<file path="src/rtl/branch_fetch_ctrl.sv">
// Fetch-side PC sequencer: honours the single MIPS delay slot and parks a redirect target when the delay-slot fetch is still outstanding.
// Optional branch/taken counters are built only when BRANCH_STATS_EN is defined.
module branch_fetch_ctrl #(
  parameter logic [31:0] RESET_PC = 32'h0000_3000,
  parameter logic [31:0] PC_STEP  = 32'd4
) (
  input  logic        clk,
  input  logic        reset,
  input  logic        id_valid,
  input  logic        id_is_branch,
  input  logic        id_is_jump,
  input  logic        action,
  input  logic [31:0] id_target,
  input  logic        id_stall,
  output logic        imem_req,
  output logic [31:0] imem_addr,
  input  logic        imem_ready,
  input  logic [31:0] imem_rdata,
  output logic        if_valid,
  output logic [31:0] if_pc,
  output logic [31:0] if_instr,
  output logic        redirect_pending,
  output logic [31:0] branch_count,
  output logic [31:0] taken_count
);

  typedef enum logic {RUN = 1'b0, PEND = 1'b1} state_t;

  typedef struct packed {
    logic        vld;
    logic [31:0] pc;
    logic [31:0] instr;
  } ifid_t;

  state_t      state_q, state_d;
  logic [31:0] pc_q, pc_d;
  logic [31:0] tgt_q, tgt_d;
  ifid_t       ifid_q;
  logic        fire, resolve;

  assign imem_req  = !reset && !id_stall;
  assign imem_addr = pc_q;
  assign fire      = imem_req && imem_ready;

  // Resolution is only honoured in RUN; a branch sitting in the delay slot while PEND is dropped.
  assign resolve = (state_q == RUN) && id_valid && !id_stall &&
                   (id_is_jump || (id_is_branch && action));

  always_comb begin
    state_d = state_q;
    pc_d    = pc_q;
    tgt_d   = tgt_q;
    case (state_q)
      RUN: begin
        if (resolve && fire) begin
          pc_d = id_target;
        end else if (resolve) begin
          tgt_d   = id_target;
          state_d = PEND;
        end else if (fire) begin
          pc_d = pc_q + PC_STEP;
        end
      end
      PEND: begin
        if (fire) begin
          pc_d    = tgt_q;
          state_d = RUN;
        end
      end
      default: state_d = RUN;
    endcase
  end

  always_ff @(posedge clk) begin
    if (reset) begin
      state_q <= RUN;
      pc_q    <= RESET_PC;
      tgt_q   <= '0;
      ifid_q  <= '0;
    end else begin
      state_q    <= state_d;
      pc_q       <= pc_d;
      tgt_q      <= tgt_d;
      ifid_q.vld <= fire;
      if (fire) begin
        ifid_q.pc    <= pc_q;
        ifid_q.instr <= imem_rdata;
      end
    end
  end

  assign if_valid         = ifid_q.vld;
  assign if_pc            = ifid_q.pc;
  assign if_instr         = ifid_q.instr;
  assign redirect_pending = (state_q == PEND);

`ifdef BRANCH_STATS_EN
  logic        elig;
  logic [31:0] bcnt_q, tcnt_q;

  assign elig = (state_q == RUN) && id_valid && !id_stall && (id_is_branch || id_is_jump);

  always_ff @(posedge clk) begin
    if (reset) begin
      bcnt_q <= '0;
      tcnt_q <= '0;
    end else begin
      if (elig)    bcnt_q <= bcnt_q + 32'd1;
      if (resolve) tcnt_q <= tcnt_q + 32'd1;
    end
  end

  assign branch_count = bcnt_q;
  assign taken_count  = tcnt_q;
`else
  assign branch_count = '0;
  assign taken_count  = '0;
`endif

endmodule

</file>
<file path="config.mk">
export PLATFORM = sky130hd
export DESIGN_NAME = branch_fetch_ctrl
export DESIGN_NICKNAME = d
export VERILOG_FILES = /design/src/rtl/branch_fetch_ctrl.sv
export SDC_FILE = /design/constraint.sdc
export NUM_CORES = 1
export LEC_CHECK = 0
export BUFFER_PORTS_ARGS = -buffer_cell sky130_fd_sc_hd__buf_2
export CAP_MARGIN = 20
export CORE_ASPECT_RATIO = 0.6
export CORE_UTILIZATION = 49
export CTS_CLUSTER_DIAMETER = 60
export CTS_CLUSTER_SIZE = 8
export DETAILED_ROUTE_END_ITERATION = 10
export PLACE_DENSITY = 0.8
export SLEW_MARGIN = 5
export SYNTH_ARGS = -nofsm -noshare
export SYNTH_HDL_FRONTEND = slang
export SYNTH_SLANG_ARGS = --single-unit
</file>
<file path="constraint.sdc">
create_clock -name clk -period 2.2 [get_ports clk]
set_clock_uncertainty 0.15 [all_clocks]
set_input_delay 0.11 -clock clk [delete_from_list [all_inputs] [get_ports clk]]
set_output_delay 0.11 -clock clk [all_outputs]
set_load 0.05 [all_outputs]
</file>
# Word level (Yosys, flattened, before mapping)
# Index checks and enable logic that the tools add are counted.
dict set report word_totals {
  wordCells 33
  inputBits 72
  output_inout_bits 163
  ff_bits 130
}
dict set report classes {
  reduce_logical 12
  addsub 1
  bitwise 2
  eq_ne 3
  n_mux 9
}
# operator n
set op_table {}
lappend op_table {{32-bit 2-to-1 mux} 4}
lappend op_table {{32-bit one-hot mux with 2 select lines} 1}
lappend op_table {{32-bit by 3-bit adder with 32-bit output (second input constant)} 1}
lappend op_table {{1-bit logical AND} 7}
lappend op_table {{3-bit by 2-bit != test with 1-bit output (second input constant)} 2}
lappend op_table {{3-bit AND reduction} 2}
lappend op_table {{1-bit 2-to-1 mux} 3}
lappend op_table {{1-bit zero test} 2}
lappend op_table {{2-bit by 1-bit != test with 1-bit output (second input constant)} 1}
lappend op_table {{1-bit inverter} 2}
lappend op_table {{1-bit one-hot mux with 2 select lines} 1}
lappend op_table {{1-bit logical OR} 1}

# Longest topological paths before layout
dict set report depth {
  word_depth 7
  mapped_depth 8
  ltp_nobuf 6
}

# Worst setup path after synthesis
# OpenSTA, ideal clock, no wires.
dict set report synth_path {
  path_type {register -> register}
  from {register pc_q[19], in the netlist imem_addr[19]}
  to {register pc_q[31], in the netlist imem_addr[31]}
  period_less_slack_ns 2.378
  path_slack_ns -0.178
  path_stages_with_launch 6
  t_arrival_ns 2.111
  path_cell_list {dfxtp_1 -> and4_4 -> nand4_4 -> or4_4 -> a21o_1 -> a22o_1}
}
dict set report synth_between {
  elab_chain_len 5
}
# element line
set synth_lines {}
lappend synth_lines {{start: declaration} 36} ;# logic [31:0] pc_q, pc_d;
lappend synth_lines {{start signal: assignment} 82} ;# pc_q <= pc_d;
lappend synth_lines {{32-bit by 3-bit adder with 32-bit output} 61} ;# pc_d = pc_q + PC_STEP;
lappend synth_lines {{32-bit 2-to-1 mux} 60} ;# end else if (fire) begin
lappend synth_lines {{32-bit 2-to-1 mux} 57} ;# end else if (resolve) begin
lappend synth_lines {{32-bit 2-to-1 mux} 55} ;# if (resolve && fire) begin
lappend synth_lines {{32-bit one-hot mux with 2 select lines} 53} ;# case (state_q)
# No other way between the ends. The select of a mux whose other input is x is not followed.
# A chain may end at the register's enable or synchronous reset.

# Worst setup path after layout
dict set report layout_path {
  from {register pc_q[2], in the netlist imem_addr[2]}
  to {register pc_q[24], in the netlist imem_addr[24]}
}
# Same word-level chain as after synthesis.

==> results.ini <==
[outcome]
status=complete, no violations

[route]
drt_iter0_drc=536
wire_per_inst_microns=15.47
postRouteAntennaNets=0
wirelength_mm=18.99
avgViaCountPerCell=5.306
drc=0
drt-pass1-iter-count=6
vias=6511

[yosys]
synth_seq_cells=130
netlist_instances=806
synth.top_cell.area_share_pct=42.39
synth.area.top_cells=dfxtp_1 (42%), nand2_1 (13%), a21oi_1 (9.4%)
synth_top_cell_by_area=dfxtp_1
synth_edf_count=0
avgSynthCellArea_sq_um=7.617
ys_seq_area_share_pct=42.39
yosysUniqueCellTypes=54
synthArstFlopShare_pct=0
yosys_warnings=0
synth_flop_cell=dfxtp_1
post_synth_instance_area_sq_um=6140

[final_layout]
drive_gt1_share_pct=24.11
layout_commonest_cell=nand2_1
n_antenna_cell=0
seq_area_sq_um=2609
area_delta_synth_final_pct=37.19
multi_input_area_sq_um=3070
final_nets=1122
fillCellCount=1004
final_cell_mix=nand2_1 (220), buf_2 (169), dfxtp_1 (125)
design_area_sq_um=8423

[setup_path]
required_ps=2400
critical_path_class=register to register
crit_fanout=9
crit_arrival_ps=2280
crit_path_start=imem_addr[2]
start_kind=register
worst-r2r-cell-count=6
cp-end-kind=register
r2r-start=imem_addr[2]

[timing]
hold_slack_ps=102.5
fin_crit_ps=2079
fin_crit_sh_pct=94.51
fin_setup_tns_ps=0
hold_viol=0
layout_setup_ws_ps=120.8
setup_viol=0
max_slew_margin_pct=52.48
fmax_ghz=0.4809
worst_slew_pin_slew_ps=712.9
slew_viol_final=0
rsz0062_at_grt=no

[place]
placement.io_buffers=170
finalWeightedCongestion=0.8859
place_area_sq_um=7121
dp_hpwl_mm=12.06
post-place-ws_ps=168.2

[clock_tree]
path_clk_slew_ps=60
cts_buffers=17
htreeDepth=4
clock-root-buffer=clkbuf_16
cts_tree=built
clk-insertion-delay-late_ps=410
cts.path.max_buffers=2
cts.sinks=130

[grt]
grt_usage_pct=29.24
grt_overflow=0
antenna_found_initial=0
grt_pass1_wl_mm=29.55
first_global_vias=5787
grt_max_degree=84

[floorplanning]
die_area_sq_um=13000
dieHeight_microns=88.71
rows=31
ios=235
die_w_microns=146.5
core_area_sq_um=12140
start_util_pct=50.57

[worst_hold_path]
holdCritStartpoint=id_stall
hold_class=input pin to register
whs_path_depth=4

[power_and_ir_drop]
p_leak_nw=3.632
vdd_drop_max_mv=0.5550
power_mw=6.738
p_per_area_nw_per_um2=800.0

[flow_run]
drv_cap=0

[kinds of logic after synthesis]
logic type	Yosys count	share of synthesized area, %
compound gates	219	21.40
xor+xnor	8	1.141
fa+ha+maj	1	0.2038
buf+inv	127	11.80
flops	130	42.39
mux	1	0.1630
other cells	1	0.06108
simple gates	319	22.84
[metal layers]
metal | global-route usage [%] | share of wire [%] | wire length [microns] | up-vias
li1 | - | - | - | 3134
met4 | 11.27 | 2.0 | 373 | 0
met3 | 8.041 | 8.3 | 1568 | 31
met5 | 0 | 0 | 0 | -
met2 | 46.88 | 47 | 8898 | 289
met1 | 37.98 | 43 | 8145 | 3057
[flip-flops by register name, summed over array words and instances, names as in the netlist]
signal / flops
if_valid: 1
if_pc: 32
redirect_pending: 1
if_instr: 32
tgt_q: 32
imem_addr: 32
[power breakdown]
part           internal [mW]  total (mW)  switching [mW]  leakage (nW)
Clock                   2.04        3.06            1.02         0.308
Sequential              2.45        2.51          0.0624          1.06
Combinational          0.328        1.17           0.844          2.26
Total                   4.81        6.74            1.93          3.63
[synth_stat cells (2+ instances only)]
cell / n
nand4_1: 8
o21ai_0: 39
and4_1: 2
a22o_1: 5
a211oi_1: 4
o22ai_1: 4
or4_1: 2
dfxtp_1: 130
nand2b_1: 16
o31a_1: 3
clkbuf_1: 42
xor2_1: 4
a221oi_1: 2
nand2_1: 220
o311ai_0: 4
a21o_1: 9
nor4_1: 3
inv_1: 10
o31ai_1: 2
nor2_1: 16
o32ai_1: 2
a31oi_1: 3
or3_1: 4
a21oi_1: 115
xnor2_1: 4
nor2b_1: 2
buf_2: 6
and2_1: 2
nand3_1: 24
and3_1: 4
o311a_1: 10
buf_1: 5
o211ai_1: 6
nor3_1: 9
buf_4: 64
o2bb2ai_1: 3
[final cells by class]
| type | instances | area share [%] |
|---|---|---|
| clock buffers | 22 | 5.392 |
| clock inverters | 10 | 2.154 |
| inverters | 10 | 0.4456 |
| well taps | 165 | 2.451 |
| multi-input cells | 612 | 36.45 |
| flip-flops and latches | 130 | 30.97 |
| repair buffers | 278 | 22.13 |
[critical path, cell delays in order, from the launching register on]
cell and delay [ps]:
dfxtp_2 400, ha_1 230, and3_2 250, nand3_4 110
or4_1 510, a31oi_1 220, o31a_1 150
[path summary, 6_finish.rpt]
path              slack [ps]             to
setup / recovery         120  imem_addr[24]
hold / removal           100  imem_addr[13]
setup reg to reg         120  imem_addr[24]
hold reg to reg          300    if_instr[1]
[per-stage QoR]
| stage | utilization [%] | std cells |
|---|---|---|
| final | 69.38 | 1227 |
| after global routing | 69.38 | 1227 |
| after CTS | 69.25 | 1226 |
| after detailed placement | 58.65 | 1129 |
| after global placement | 58.65 | 1129 |
| after floorplan | - | 869 |
[timing repair]
item                                    in CTS  in global routing
endpoints found under the hold margin       80                  0
gates resized for setup                      0                  2
hold buffers                                65                  0
endpoints found under the setup margin       0                  1
buffers inserted                             0                  0
(Power assumes the default switching activity.)
